`src/rtl/dds_phase_accum.sv`:
```
// DDS phase accumulator: index -> tuning word (shift-add multiply), phase accumulation, ROM address.
// Optional macro DDS_PHASE_SYNC_EN: defer tuning-word load to the next accumulator wrap.
module dds_phase_accum #(
    parameter int ACC_W   = 32,
    parameter int ROM_AW  = 10,
    parameter int IDX_W   = 11,
    parameter int TW_STEP = 2386,
    parameter int MAX_IDX = 1799
) (
    input  logic              Fg_CLK,
    input  logic              RESETn,
    input  logic [IDX_W-1:0]  Address,
    input  logic              FreqChng,
    input  logic              Enable,
    output logic [ROM_AW-1:0] RomAddr,
    output logic              PhaseWrap,
    output logic [ACC_W-1:0]  TuneWord,
    output logic              Busy,
    output logic              UpdateDone
);

    localparam int MC_W  = IDX_W + 1;
    localparam int CNT_W = $clog2(MC_W);
    localparam logic [CNT_W-1:0] LAST_BIT = CNT_W'(MC_W - 1);
    localparam logic [ACC_W-1:0] TW_BASE  = ACC_W'(TW_STEP);

    typedef enum logic [1:0] {
        IDLE,
        CALC,
        APPLY,
        WAIT_WRAP
    } state_t;

    state_t            state_q, state_d;
    logic [ACC_W-1:0]  acc_q, acc_d;
    logic [ACC_W-1:0]  tune_q, tune_d;
    logic [ACC_W-1:0]  prod_q, prod_d;
    logic [MC_W-1:0]   mcand_q, mcand_d;
    logic [CNT_W-1:0]  bitcnt_q, bitcnt_d;
    logic              pend_q, pend_d;
    logic [IDX_W-1:0]  pidx_q, pidx_d;
    logic              wrap_q, wrap_d;
    logic              done_q, done_d;
`ifdef DDS_PHASE_SYNC_EN
    logic              load_q, load_d;
`endif

    logic [ACC_W:0]    sum;
    logic              carry;
    logic [IDX_W-1:0]  req_idx;
    logic              start;
    logic [IDX_W-1:0]  start_idx;

    function automatic logic [IDX_W-1:0] clamp_idx(input logic [IDX_W-1:0] a);
        return (a > IDX_W'(MAX_IDX)) ? IDX_W'(MAX_IDX) : a;
    endfunction

    // Phase accumulator: add the applied tuning word, expose the carry as the wrap strobe
    always_comb begin
        sum    = {1'b0, acc_q} + {1'b0, tune_q};
        carry  = Enable & sum[ACC_W];
        acc_d  = Enable ? sum[ACC_W-1:0] : '0;
        wrap_d = carry;
    end

    // Request sequencing: clamp/latch requests, multiply LSB-first, apply the result
    always_comb begin
        state_d   = state_q;
        tune_d    = tune_q;
        prod_d    = prod_q;
        mcand_d   = mcand_q;
        bitcnt_d  = bitcnt_q;
        pend_d    = pend_q;
        pidx_d    = pidx_q;
        done_d    = 1'b0;
        start     = 1'b0;
        start_idx = '0;
        req_idx   = clamp_idx(Address);
`ifdef DDS_PHASE_SYNC_EN
        load_d    = 1'b0;
        done_d    = load_q;
`endif
        unique case (state_q)
            IDLE: begin
                if (FreqChng) begin
                    start     = 1'b1;
                    start_idx = req_idx;
                end
            end
            CALC: begin
                if (mcand_q[bitcnt_q]) begin
                    prod_d = prod_q + (TW_BASE << bitcnt_q);
                end
                bitcnt_d = bitcnt_q + 1'b1;
                if (bitcnt_q == LAST_BIT) begin
`ifdef DDS_PHASE_SYNC_EN
                    state_d = WAIT_WRAP;
`else
                    state_d = APPLY;
`endif
                end
                if (FreqChng) begin
                    pend_d = 1'b1;
                    pidx_d = req_idx;
                end
            end
`ifdef DDS_PHASE_SYNC_EN
            WAIT_WRAP: begin
                if (carry || !Enable) begin
                    tune_d = prod_q;
                    load_d = 1'b1;
                    state_d = IDLE;
                    if (FreqChng) begin
                        start     = 1'b1;
                        start_idx = req_idx;
                    end else if (pend_q) begin
                        start     = 1'b1;
                        start_idx = pidx_q;
                    end
                    pend_d = 1'b0;
                end else if (FreqChng) begin
                    pend_d = 1'b1;
                    pidx_d = req_idx;
                end
            end
`else
            APPLY: begin
                tune_d  = prod_q;
                done_d  = 1'b1;
                state_d = IDLE;
                if (FreqChng) begin
                    start     = 1'b1;
                    start_idx = req_idx;
                end else if (pend_q) begin
                    start     = 1'b1;
                    start_idx = pidx_q;
                end
                pend_d = 1'b0;
            end
`endif
            default: begin
                state_d = IDLE;
            end
        endcase
        if (start) begin
            mcand_d  = MC_W'(start_idx) + MC_W'(1);
            prod_d   = '0;
            bitcnt_d = '0;
            state_d  = CALC;
        end
    end

    // State and output registers; reset discards any in-flight product
    always_ff @(posedge Fg_CLK or negedge RESETn) begin
        if (!RESETn) begin
            state_q  <= IDLE;
            acc_q    <= '0;
            tune_q   <= TW_BASE;
            prod_q   <= '0;
            mcand_q  <= '0;
            bitcnt_q <= '0;
            pend_q   <= 1'b0;
            pidx_q   <= '0;
            wrap_q   <= 1'b0;
            done_q   <= 1'b0;
`ifdef DDS_PHASE_SYNC_EN
            load_q   <= 1'b0;
`endif
        end else begin
            state_q  <= state_d;
            acc_q    <= acc_d;
            tune_q   <= tune_d;
            prod_q   <= prod_d;
            mcand_q  <= mcand_d;
            bitcnt_q <= bitcnt_d;
            pend_q   <= pend_d;
            pidx_q   <= pidx_d;
            wrap_q   <= wrap_d;
            done_q   <= done_d;
`ifdef DDS_PHASE_SYNC_EN
            load_q   <= load_d;
`endif
        end
    end

    assign RomAddr    = acc_q[ACC_W-1 -: ROM_AW];
    assign PhaseWrap  = wrap_q;
    assign TuneWord   = tune_q;
    assign Busy       = (state_q != IDLE);
    assign UpdateDone = done_q;

endmodule
```
`config.mk`:
```
export PLATFORM = sky130hd
export DESIGN_NAME = dds_phase_accum
export DESIGN_NICKNAME = d
export VERILOG_FILES = /design/src/rtl/dds_phase_accum.sv
export SDC_FILE = /design/constraint.sdc
export NUM_CORES = 1
export LEC_CHECK = 0
export CAP_MARGIN = 15
export CORE_MARGIN = 3
export CORE_UTILIZATION = 52
export DETAILED_ROUTE_END_ITERATION = 7
export HOLD_SLACK_MARGIN = 0.02
export PLACE_DENSITY = 0.72
export SLEW_MARGIN = 20
export SYNTH_ARGS = -nofsm -noshare
export SYNTH_HDL_FRONTEND = slang
export SYNTH_SLANG_ARGS = --single-unit
```
`constraint.sdc`:
```
create_clock -name Fg_CLK -period 4.05 [get_ports Fg_CLK]
set_input_delay 1.0125 -clock Fg_CLK [delete_from_list [all_inputs] [get_ports Fg_CLK]]
set_output_delay 1.0125 -clock Fg_CLK [all_outputs]
set_load 0.01 [all_outputs]
```
==> flow_summary_export.csv <==
group,metric,value,unit
outcome,outcome,"completed",
sta,slew_headroom,48.2,%
logic_synthesis,netlist-cell-type-count,76,
critical_path,worst-endpoint-required,4.39,ns
sta,finalCriticalPeriod,3.66,ns
global_route,grt_start_max_net_pins,67,
logic_synthesis,sequential_fraction_of_the_synthesis_area,39.6,%
sta,finalWorstSetupSlack,0.388,ns
cts,clk_root_buffer_cell,"clkbuf_16",
critical_path,start_kind,"register",
route,route.detailed.vias_per_inst,5.92,
finish,area_growth_syn_to_layout,17.1,%
route,routed_wl,17300,um
place,place_area,8610,um^2
cts,post_cts_buffers,0,
logic_synthesis,synth_most_common_cell,"dfrtp_1",
cts,cts_buffers,17,
floorplanning,core-area,14700,um^2
logic_synthesis,mappedNetlistArea,7920,um^2
cts,post_cts_resize_count,0,
floorplanning,num_rows,44,
floorplanning,top_level_ports,60,
route,wl_per_cell,16.1,um
min_path,hold_start,"pidx_q[7]$_DFFE_PN0P_",
route,detailroute.via_count,6354,
floorplanning,die-height,129,um
route,drcViolationCount,0,
sta,setup_violations,0,
logic_synthesis,synth.cells.most_frequent,"dfrtp_1 (120), nand2_1 (79), ha_1 (63)",
critical_path,r2r_slack,0.39,ns
logic_synthesis,yosys_warnings,0,
critical_path,worstSetupEndpointType,"register",
logic_synthesis,yosys.area.top_type,"dfrtp_1",
cts,ctsLongestPathBuffers,2,
logic_synthesis,dominantRegCellSynth,"dfrtp_1",
place,dp_cells,1042,
finish,post_route_cells_drive_above_1_share,12.0,%
finish,fin_area,9280,um^2
sta,final.period_utilization,90.4,%
global_route,global_route_wire_length_before_repair,29500,um
cts,tritoncts,"yes",
sta,final_number_of_hold_violating_endpoints,0,
cts,cts.reportedPaths.clkPinSlew,0.06,ns
finish,fin_cells,1074,
critical_path,timing.critical_path.fanout_max,7,
cts,cts_hold_repair.buffers,0,
sta,final_max_slew_viol_count,0,
logic_synthesis,synth_enable_flop_cells,0,
critical_path,worst_reg2reg_startpoint,"bitcnt_q[1]$_DFFE_PN0P_",
sta,timing.fmax,273,MHz
critical_path,worst-setup-path-type,"register to register",
floorplanning,die_area,16700,um^2
critical_path,arrival,4.00,ns
sta,setup_repair_after_global_routing_missed_its_margin,"no",
logic_synthesis,ys_top_cells_by_area,"dfrtp_1 (38%), ha_1 (10%), mux2_2 (5.0%)",
logic_synthesis,syn_avg_cell_area,9.53,um^2
place,buffer_ports.inserted,58,
critical_path,critPathLaunch,"bitcnt_q[1]$_DFFE_PN0P_",
sta,worst_slew_pin_slew,0.776,ns
power,cellPowerDensity,798,nW/um^2
logic_synthesis,mappedNetlistNets,910,
global_route,grt_pass1_vias,6223,
global_route,grt.overflow.total,0,
sta,clock-skew-final,0.00995,ns
power,power.ir.vdd_worst,0.389,mV
place,gp_congestion,0.977,
job,drv_cap,0,
global_route,grt.total_usage,21.8,%
min_path,timing.hold.worst.class,"register to register",
finish,finish.net_count,956,
route,drt-initial-drc-count,448,
logic_synthesis,yosys_register_bits,125,
power,total_leakage_power,4.44,nW
place,detailedPlace.worstSlack,0.390,ns
floorplanning,floorplan.die.width,129,um
route,detail-route-antenna-nets,0,
sta,tns,0,ns
logic_synthesis,synthesis.instances,831,
route,drt-pass1-iter-count,5,
place,place.detailed.hpwl,12500,um
finish,antennaDiodeCount,0,
global_route,grt_antenna_before_repair,0,
floorplanning,start_util,53.9,%
logic_synthesis,synth.top_cell.area_share,37.9,%
cts,worst_skew_pair.late_latency,0.42,ns
cts,htreeDepth,4,
sta,hold-worst-slack,0.478,ns
logic_synthesis,synth-async-reset-ratio,100,%
cts,clkSinkCount,125,
## per-layer routing
layer / routed length, um / up-vias / share of wire (%) / GRT usage [%]
met5: 0 / - / 0 / 0
met4: 388 / 0 / 2.2 / 8.37
met3: 802 / 36 / 4.6 / 4.78
met2: 8450 / 205 / 49 / 36.2
met1: 7670 / 3039 / 44 / 27.9
li1: - / 3074 / - / -
## final timing paths
check                      cells past startpoint                      end
max in group asynchronous                      2  TuneWord[1]$_DFFE_PN1P_
min in group asynchronous                      1      acc_q[28]$_DFF_PN0_
max reg2reg                                   14   prod_q[28]$_DFFE_PN0P_
min reg2reg                                    2    pidx_q[7]$_DFFE_PN0P_
min                                            2    pidx_q[7]$_DFFE_PN0P_
max                                           14   prod_q[28]$_DFFE_PN0P_
## through the flow
step / total power [mW] / util [%]
after floorplan: 4.71 / -
after global placement: 5.53 / 58.6
after detailed placement: 5.70 / 58.6
after CTS: 7.43 / 63.1
after global routing: 8.00 / 63.1
final: 7.40 / 63.1
## flip-flops by register name, summed over array words and instances, names as in the netlist
name	cells
mcand_q	12
bitcnt_q	4
acc_q	31
TuneWord	31
prod_q	31
state_q	2
PhaseWrap	1
UpdateDone	1
pidx_q	11
pend_q	1
## layout by cell type, fill, tap and decap left out, types with 3 or more instances in the layout
cell	netlist	routed
o21ai_1	14	14
nor3_1	13	13
nand4_1	6	6
dfrtp_1	120	120
clkbuf_8	0	3
clkinvlp_4	0	4
mux4_2	3	3
a21o_1	25	25
xnor2_1	26	26
nand2_1	79	79
clkbuf_16	0	17
nor2b_1	15	14
and2_1	24	24
nand3_1	41	41
or4_1	3	3
ha_1	63	63
o22ai_1	3	3
a31oi_1	10	10
mux2_2	35	35
o31ai_1	3	3
and3_1	13	13
a211oi_1	5	5
bufinv_16	0	5
o21ai_0	58	58
nor2_1	51	51
or2_2	3	3
nand2b_1	5	5
o211ai_1	4	4
o21a_1	4	4
clkdlybuf4s50_1	0	56
buf_4	11	9
a21oi_1	51	51
mux2i_1	5	5
xor2_1	28	28
inv_1	18	18
dfstp_2	5	5
o21bai_1	9	9
## worst max-delay path: stages (launching register included)
cell and delay (ns):
dfrtp_1 0.51, inv_1 0.14, ha_1 0.30, mux2i_1 0.23, nand2b_1 0.15, o21ai_0 0.15, ha_1 0.25, a21o_1 0.19
a21oi_1 0.15, nor2b_1 0.07, o41ai_1 0.44, o311ai_2 0.25, a41o_1 0.34, a41oi_2 0.21, mux2i_1 0.19
## cells by family after synthesis
family,after synthesis,share of synthesized area [%]
simple gates,264,16.2
compound gates,220,18.1
flops,125,39.6
fa+ha+maj,64,10.2
buf+inv,60,3.43
xor+xnor,54,5.97
mux,43,6.46
other cells,1,0.0473
## power by group
part / leakage [nW] / switching (mW) / total, mW / internal, mW
combinational: 2.50 / 1.98 / 3.63 / 1.65
sequential: 1.63 / 0.356 / 2.09 / 1.73
clock: 0.309 / 0.542 / 1.68 / 1.14
total: 4.44 / 2.88 / 7.40 / 4.52
## cell type report
type,count,area [um^2]
Inverter,20,75.1
Fill cell,1189,5420
Tap cell,184,230
Timing Repair Buffer,67,653
Clock buffer,22,474
Multi-Input combinational cell,646,4520
Clock inverter,10,185
Sequential cell,125,3130
(Power assumes the default switching activity.)
